File: src/rtl/dcache1_puke_sched_pkg.sv
// Shared definitions for the dcache1 puke (set invalidation) scheduler.
//   PUKE_PORTS   : puke write ports per tag way (6)
//   PUKE_ADDR_W  : width of a {bank, set} puke address (7)
//   SETS_TOTAL   : bank/set indices walked by a full flush (128)
//   puke_state_e : scheduler FSM state, also exported on the debug port
//   flush_map    : flush index -> {bank, set}, interleaving even/odd banks
package dcache1_puke_sched_pkg;

  localparam int PUKE_PORTS  = 6;
  localparam int PUKE_ADDR_W = 7;
  localparam int SETS_TOTAL  = 128;

  typedef enum logic [1:0] {
    ST_IDLE    = 2'd0,
    ST_DRAIN_F = 2'd1,
    ST_FLUSH   = 2'd2,
    ST_DONE    = 2'd3
  } puke_state_e;

  // Index bit 0 selects the bank so consecutive indices alternate banks.
  function automatic logic [PUKE_ADDR_W-1:0] flush_map(input logic [PUKE_ADDR_W-1:0] i);
    return {i[0], i[PUKE_ADDR_W-1:1]};
  endfunction

endpackage

File: src/rtl/dcache1_puke_rr_arb.sv
// NREQ-way round-robin arbiter with one-hot grant.
//   clk, rst  : clock (state on negedge), synchronous active-high reset
//   req_i     : request vector
//   en_i      : grant allowed this cycle
//   gnt_o     : one-hot grant (zero when en_i low or no request)
//   gnt_idx_o : index of the winner (valid when gnt_any_o)
//   gnt_any_o : a grant is issued this cycle
// The pointer moves to winner+1 only when a grant is issued.
module dcache1_puke_rr_arb #(
  parameter int NREQ = 4,
  parameter int PW   = (NREQ > 1) ? $clog2(NREQ) : 1
) (
  input  logic            clk,
  input  logic            rst,
  input  logic [NREQ-1:0] req_i,
  input  logic            en_i,
  output logic [NREQ-1:0] gnt_o,
  output logic [PW-1:0]   gnt_idx_o,
  output logic            gnt_any_o
);

  logic [PW-1:0] ptr_q;
  logic [PW-1:0] ptr_d;
  logic [PW-1:0] cand;
  logic          found;
  int            scan;

  // First requester at or after ptr_q, modulo NREQ.
  always_comb begin
    found     = 1'b0;
    gnt_idx_o = '0;
    scan      = 0;
    cand      = '0;
    for (int k = 0; k < NREQ; k++) begin
      scan = (int'(ptr_q) + k) % NREQ;
      cand = PW'(scan);
      if (!found && req_i[cand]) begin
        found     = 1'b1;
        gnt_idx_o = cand;
      end
    end
  end

  always_comb begin
    gnt_o     = '0;
    gnt_any_o = en_i && found;
    ptr_d     = ptr_q;
    if (gnt_any_o) begin
      gnt_o[gnt_idx_o] = 1'b1;
      ptr_d = (gnt_idx_o == PW'(NREQ - 1)) ? '0 : gnt_idx_o + 1'b1;
    end
  end

  always_ff @(negedge clk) begin
    if (rst) ptr_q <= '0;
    else     ptr_q <= ptr_d;
  end

endmodule

File: src/rtl/dcache1_puke_sched.sv
// dcache1 puke scheduler: arbitrates invalidate requests into a FIFO, drains
// up to NPORT entries per cycle onto the shared puke ports, and sequences a
// full-cache flush over all bank/set indices.
//   clk, rst    : clock (all state on negedge), synchronous active-high reset
//   req_valid   : per-requester invalidate request
//   req_addr    : per-requester {bank, set}, requester i at [7i+6:7i]
//   req_ready   : one-hot grant; request consumed when valid & ready
//   flush_start : pulse, starts a full flush (ignored unless idle)
//   flush_busy  : high while draining for or walking a flush
//   flush_done  : one-cycle pulse after the last flush beat
//   puke_en     : per-port invalidate enable
//   puke_addr   : per-port {bank, set}, port k at [7k+6:7k]
//   fifo_count  : FIFO occupancy
//   dbg_state   : FSM state
// Build option: DCACHE1_PUKE_DEDUP_EN drops a granted request whose address
// already sits in the FIFO (handshake still completes).
// Puke outputs decode only registered state (FIFO head / flush index), so a
// request pushed in cycle t appears on the ports in cycle t+1.
module dcache1_puke_sched
  import dcache1_puke_sched_pkg::*;
#(
  parameter int NREQ  = 4,
  parameter int DEPTH = 16,
  parameter int NPORT = PUKE_PORTS
) (
  input  logic                          clk,
  input  logic                          rst,
  input  logic [NREQ-1:0]               req_valid,
  input  logic [NREQ*PUKE_ADDR_W-1:0]   req_addr,
  output logic [NREQ-1:0]               req_ready,
  input  logic                          flush_start,
  output logic                          flush_busy,
  output logic                          flush_done,
  output logic [NPORT-1:0]              puke_en,
  output logic [NPORT*PUKE_ADDR_W-1:0]  puke_addr,
  output logic [$clog2(DEPTH):0]        fifo_count,
  output puke_state_e                   dbg_state
);

  localparam int AW = PUKE_ADDR_W;
  localparam int PW = $clog2(DEPTH);
  localparam int CW = PW + 1;
  localparam int NW = $clog2(NPORT + 1);
  localparam int RW = (NREQ > 1) ? $clog2(NREQ) : 1;

  puke_state_e   state_q, state_d;
  logic [AW-1:0] mem_q [DEPTH];
  logic [PW-1:0] rd_ptr_q, rd_ptr_d;
  logic [PW-1:0] wr_ptr_q, wr_ptr_d;
  logic [CW-1:0] count_q, count_d;
  logic [AW-1:0] idx_q, idx_d;

  logic [AW-1:0] req_addr_a [NREQ];
  logic [RW-1:0] win_idx;
  logic [AW-1:0] win_addr;
  logic          gnt_any;
  logic          arb_en;
  logic          full;
  logic          dup_hit;
  logic          push;
  logic [NW-1:0] pop_n;
  logic [7:0]    fidx;
  logic          last_beat;

  always_comb begin
    for (int i = 0; i < NREQ; i++) req_addr_a[i] = req_addr[i*AW +: AW];
  end

  assign full   = (count_q == CW'(DEPTH));
  assign arb_en = (state_q == ST_IDLE) && !full;

  dcache1_puke_rr_arb #(.NREQ(NREQ), .PW(RW)) u_arb (
    .clk       (clk),
    .rst       (rst),
    .req_i     (req_valid),
    .en_i      (arb_en),
    .gnt_o     (req_ready),
    .gnt_idx_o (win_idx),
    .gnt_any_o (gnt_any)
  );

  assign win_addr = req_addr_a[win_idx];

`ifdef DCACHE1_PUKE_DEDUP_EN
  // Entries being popped this cycle are still counted in count_q, so they
  // are covered by the same comparison.
  always_comb begin
    dup_hit = 1'b0;
    for (int k = 0; k < DEPTH; k++) begin
      if ((CW'(k) < count_q) && (mem_q[rd_ptr_q + PW'(k)] == win_addr)) dup_hit = 1'b1;
    end
  end
`else
  assign dup_hit = 1'b0;
`endif

  assign push = gnt_any && !dup_hit;

  // Pop count is based on count_q, so an entry pushed this cycle never pops.
  always_comb begin
    pop_n = '0;
    if (state_q == ST_IDLE || state_q == ST_DRAIN_F)
      pop_n = (count_q > CW'(NPORT)) ? NW'(NPORT) : NW'(count_q);
  end

  always_comb begin
    puke_en   = '0;
    puke_addr = '0;
    fidx      = '0;
    if (state_q == ST_FLUSH) begin
      for (int k = 0; k < NPORT; k++) begin
        fidx = {1'b0, idx_q} + 8'(k);
        if (fidx < 8'(SETS_TOTAL)) begin
          puke_en[k]              = 1'b1;
          puke_addr[k*AW +: AW]   = flush_map(fidx[AW-1:0]);
        end
      end
    end else begin
      for (int k = 0; k < NPORT; k++) begin
        if (NW'(k) < pop_n) begin
          puke_en[k]            = 1'b1;
          puke_addr[k*AW +: AW] = mem_q[rd_ptr_q + PW'(k)];
        end
      end
    end
  end

  assign last_beat = ({1'b0, idx_q} + 8'(NPORT)) >= 8'(SETS_TOTAL);

  always_comb begin
    state_d  = state_q;
    idx_d    = idx_q;
    rd_ptr_d = rd_ptr_q + PW'(pop_n);
    wr_ptr_d = wr_ptr_q + PW'(push);
    count_d  = count_q + CW'(push) - CW'(pop_n);
    case (state_q)
      ST_IDLE:    if (flush_start) state_d = ST_DRAIN_F;
      ST_DRAIN_F: begin
        if (count_q == '0) begin
          state_d = ST_FLUSH;
          idx_d   = '0;
        end
      end
      ST_FLUSH: begin
        if (last_beat) state_d = ST_DONE;
        else           idx_d   = idx_q + AW'(NPORT);
      end
      ST_DONE:    state_d = ST_IDLE;
      default:    state_d = ST_IDLE;
    endcase
  end

  always_ff @(negedge clk) begin
    if (rst) begin
      state_q  <= ST_IDLE;
      rd_ptr_q <= '0;
      wr_ptr_q <= '0;
      count_q  <= '0;
      idx_q    <= '0;
    end else begin
      state_q  <= state_d;
      rd_ptr_q <= rd_ptr_d;
      wr_ptr_q <= wr_ptr_d;
      count_q  <= count_d;
      idx_q    <= idx_d;
      if (push) mem_q[wr_ptr_q] <= win_addr;
    end
  end

  assign flush_busy = (state_q != ST_IDLE);
  assign flush_done = (state_q == ST_DONE);
  assign fifo_count = count_q;
  assign dbg_state  = state_q;

endmodule

File: config.mk
export PLATFORM = sky130hd
export DESIGN_NAME = dcache1_puke_sched
export DESIGN_NICKNAME = d
export VERILOG_FILES = /design/src/rtl/dcache1_puke_sched_pkg.sv /design/src/rtl/dcache1_puke_rr_arb.sv /design/src/rtl/dcache1_puke_sched.sv
export SDC_FILE = /design/constraint.sdc
export NUM_CORES = 1
export LEC_CHECK = 0
export BUFFER_PORTS_ARGS = -buffer_cell sky130_fd_sc_hd__buf_2
export CAP_MARGIN = 5
export CORE_MARGIN = 2
export CORE_UTILIZATION = 50
export CTS_BUF_LIST = sky130_fd_sc_hd__clkbuf_4 sky130_fd_sc_hd__clkbuf_8
export DETAILED_ROUTE_END_ITERATION = 10
export GPL_TIMING_DRIVEN = 0
export PLACE_DENSITY = 0.7
export SKIP_CTS_REPAIR_TIMING = 1
export SYNTH_ARGS = -nofsm -noshare
export SYNTH_HDL_FRONTEND = slang
export SYNTH_SLANG_ARGS = --single-unit
File: constraint.sdc
create_clock -name clk -period 4.9 [get_ports clk]
set_input_delay 0.49 -clock clk [delete_from_list [all_inputs] [get_ports clk]]
set_output_delay 0.49 -clock clk [all_outputs]
set_load 0.005 [all_outputs]
Word level (Yosys, flattened, before mapping)

Memory sizes are Yosys's and may differ from the RTL's. A register that Yosys moved wholly into a read port is not among the register bits.
Index checks and enable logic that the tools add are counted.

Bits in registers: 24
Latch bits: 0
Bits in writable memories: 112
Bits in read-only memories: 0
Input bits: 35
Output and inout port bits: 61
Logic and storage cells: 137
Memories kept: 1

Memory list:

| name  | words | width | read ports | clocked after Yosys merged registers in | wr ports | line                     | RTL |
|---|---|---|---|---|---|---|---|
| mem_q | 16    | 7     | 6          | 1                                       | 1        | dcache1_puke_sched.sv:47 | `logic [AW-1:0] mem_q [DEPTH];` |

Add/sub/neg operators: 20
Multipliers: 0
Div/mod/pow operators: 0
Order comparisons: 21
Eq/ne operators: 9
Shifts and indexed selects: 0
Multiplexer cells: 62
Bitwise gates (word level): 1
Reductions and logical operators: 17

Operators with widths:

| operator                                                    | count |
|---|---|
| 2-to-1 mux 7 bit                                            | 16 |
| 2-to-1 mux 42 bit                                           | 1 |
| less-than comparator 8 bit (second input constant)          | 5 |
| adder 7 x 3 -> 8 bit (second input constant)                | 3 |
| 2-to-1 mux 1 bit                                            | 24 |
| adder 7 x 2 -> 8 bit (second input constant)                | 2 |
| 2-to-1 mux 2 bit                                            | 8 |
| less-than comparator 2 x 3 -> 1 bit (second input constant) | 5 |
| binary-select mux 7 bit (select 2 bit)                      | 1 |
| case mux 7 bit (2 select lines)                             | 1 |
| adder 4 x 2 -> 4 bit (second input constant)                | 2 |
| adder 4 x 3 -> 4 bit (second input constant)                | 2 |
| adder 7 x 1 -> 8 bit (second input constant)                | 1 |
| binary-select mux 1 bit (select 2 bit)                      | 4 |
| greater-or-equal comparator 8 bit (second input constant)   | 1 |
| less-than comparator 7 x 8 -> 1 bit (second input constant) | 1 |
| 2-to-1 mux 4 bit                                            | 2 |
| case mux 2 bit (4 select lines)                             | 1 |
| adder 7 x 3 -> 7 bit (second input constant)                | 1 |
| equality test 2 bit (second input constant)                 | 3 |
| logical AND 1 bit                                           | 6 |
| less-than comparator 1 x 3 -> 1 bit (first input constant)  | 2 |
| less-than comparator 2 x 3 -> 1 bit (first input constant)  | 2 |
| less-than comparator 3 bit (first input constant)           | 2 |
| other kinds (24)                                            | 34 |

Longest topological paths before layout

Depth after elaboration: 17
Mapped depth: 12
Gate-level depth less buffers: 12

By module

Synthesis repeated with hierarchy kept, for this count alone.

Cells, all modules: 755
Area total of the unflattened synthesis: 9759.4 µm²

Modules (own cells, without submodules):

| module              | instances | cells each | area an instance (µm²) | sequential area each (µm²) |
|---|---|---|---|---|
| dcache1_puke_sched  | 1         | 722        | 9479.1                 | 3783.6 |
| dcache1_puke_rr_arb | 1         | 33         | 280.3                  | 40.0 |

==> metrics.txt <==
largest net degree at the start of global routing=17; detailed placement HPWL=23000 µm; YS warnings=0; Wirelength per Cell=25.0 µm; Final GP Congestion=between 0.9 and 1; CTS root buf=clkbuf_8; GR Util met1=about two fifths; final-report setup violation count=47; sequential area share after synthesis=38.8%; Distinct cells, synth=56; mux share of post-synthesis cell area=a little over a third; FF+latch count, synth=approximately 140; Simple-Gate Fraction of Synth Area=between 7 and 8%; critical path class=register to output pin; mean post-synth cell area=13.2 µm²; fraction of final layout cells sized beyond drive strength 1=a little over two fifths; die span in y=between 100 and 150 µm; largest fanout on the critical path=5; H-Tree Depth=4; global-route wire length before repair=44900 µm; CTS tree=built; WL final=between 30000 and 40000 µm; Multi-input gate area=6180 µm²; clock sinks=between 100 and 150; DRC errors left=0; syn_nets=just over 800; vias=between 8000 and 9000; synthesized instance count=roughly 740; Final Util=between 60% and 70%; Worst setup EP type=output pin; DIE AREA=20800 µm²; GR Overflow Total=0; Hold Violations, Final=0; area grow syn2layout=37.1%; Worst setup SP type=register; met2 usage=approximately 45%; number of port buffers=between 90 and 100; Fin Clk Skew=0.0401 ns; PnR worst setup slack=-0.940 ns; GRT Max-Usage Layer=met2; unrepaired setup endpoints after global routing=true; clock slew at reported path FFs=about 0.040 ns; Post-DRT Antenna Nets=0; post-synthesis compound-gate area fraction=under 10%; area leader, netlist=edfxtp_1; initial antenna violation count=0; Die W=approximately 140 µm; Bufs on Longest Clock Path=2; Via-to-Cell Ratio=around 6.3; xor/xnor cell area share of the yosys netlist=between 2 and 3%; vias in the first global route=7761; Net count, final=1152; Initial Util=between 50% and 60%; synth cell count leaders=mux4_2, edfxtp_1, nand2_1; share of the synthesized area in the top cell type=between 30% and 40%; Main synth FF type=edfxtp_1; worst hold path class=register to register; worst skew pair latency=0.49 ns; Worst-Margin Slew=between 1 and 1.5 ns; most common cell in the netlist=mux4_2; Slew Viols, Final=0; CP Data Arrival Time=~5.4 ns; Setup Slack @ Placement=-0.985 ns; outcome=finished, violations left; core area=19400 µm²; P_leak=approximately 0.0056 µW; Ports=96; ys async rst share=0%; FP Rows=51; Data required, critical path=around 4.4 ns; R2R setup slack=roughly 2.1 ns; PD cells=roughly 760 nW/µm²; FF/Latch Area=approximately 3900 µm²; Inserted Clock Buffers=17; Post-Synth Adder-Cell Area=4.47%; gr usage total=a little under a third; synth top area cells=edfxtp_1, mux4_2, mux2i_1, dfxtp_1, ha_1; 1st-pass router iterations=5; Post-synth EDFFs=approximately 110; met3 global-route usage=between 10% and 20%; Max-Cap Viols=0; worst-case headroom to the max-slew limit=24.7%; failing checks=setup timing; combinational family with the most area after synthesis=multiplexers; Sum Neg Setup Slack=-28.37 ns; Fill cells=about 1300; Syn Std Cell Area=about 9800 µm²; Worst VDD drop=between 0.3 and 0.4 mV; iteration-0 DRC count of the detailed router=~1000
[registers in the layout, summed over array words and instances (netlist names)]
signal and count:
dbg_state 2, fifo_count 5, idx_q 6, mem_q 112
rd_ptr_q 4, u_arb.ptr_q 2, wr_ptr_q 4
[critical path, cell delays in order, from the launching register on]
cell and delay [ns]:
dfxtp_4 0.38, buf_12 0.12, buf_12 0.10, inv_8 0.04
ha_4 0.29, buf_12 0.13, mux4_2 0.56, mux4_2 0.49
nand2_1 0.10, o21ai_1 0.07, buf_2 0.13
[routing by layer]
layer / vias to the layer above / share of wire (%)
met5: - / 0
met4: 0 / 5.4
met3: 159 / 13
met2: 717 / 46
met1: 4091 / 36
li1: 3646 / -
[layout make-up]
class | instances | share of cell area [%]
Timing Repair Buffer | 187 | 10.8
Multi-Input combinational cell | 536 | 45.8
Antenna cell | 1 | 0.0185
Buffer | 48 | 4.93
Clock buffer | 17 | 1.73
Sequential cell | 135 | 28.5
Tap cell | 265 | 2.46
Inverter | 23 | 0.908
Clock inverter | 149 | 4.84
[where the power goes]
part | leakage [µW] | switching, µW | total (µW) | internal [µW]
combinational | 0.00353 | 3510 | 7290 | 3780
sequential | 0.00120 | 154 | 1660 | 1510
clock | 0.000918 | 793 | 1350 | 558
total | 0.00565 | 4460 | 10300 | 5850
[metrics by stage]
stage	std cells	hold WS [ns]	power [µW]	instance area, µm²
2_1_floorplan	744	0.445	5550	10000
3_3_place_gp	1104	0.463	7060	10800
3_5_place_dp	1105	0.472	7110	10800
4_1_cts	1270	0.478	8350	11700
5_1_grt	1360	0.485	10900	13500
6_report	1361	0.466	10300	13500
[cell families after synthesis]
group                      count (synthesis)
AOI/OAI and AO/OA                        104
xor gates and xnor gates                  29
adders and majority gates                 34
buffers and inverters                     73
DFF                                      135
muxes                                    193
and+or+nand+nor                          176
[cells in the final DEF (no fill, tap or decap), drive strengths merged, types with 7 or more instances in the layout]
cell	Yosys	routed
a21o	10	10
xnor2	8	8
buf	35	218
dfxtp	23	23
mux4	118	118
a21oi	18	18
mux2i	73	73
xor2	21	21
nand2b	7	7
inv	24	164
o221ai	11	11
nor2	40	40
o21ai	30	30
nand3	24	24
nor2b	7	7
ha	32	32
nand2	74	74
clkbuf	14	34
edfxtp	112	112
[worst paths after layout]
check,from,end,cells after the start
worst min register to register,u_arb.ptr_q[0],u_arb.ptr_q[0],2
worst max-delay path,rd_ptr_q[1],puke_addr[35],10
worst max register to register,dbg_state[1],fifo_count[4],14
worst min-delay path,u_arb.ptr_q[0],u_arb.ptr_q[0],2
Note: power is estimated with default switching activity, not from simulation.
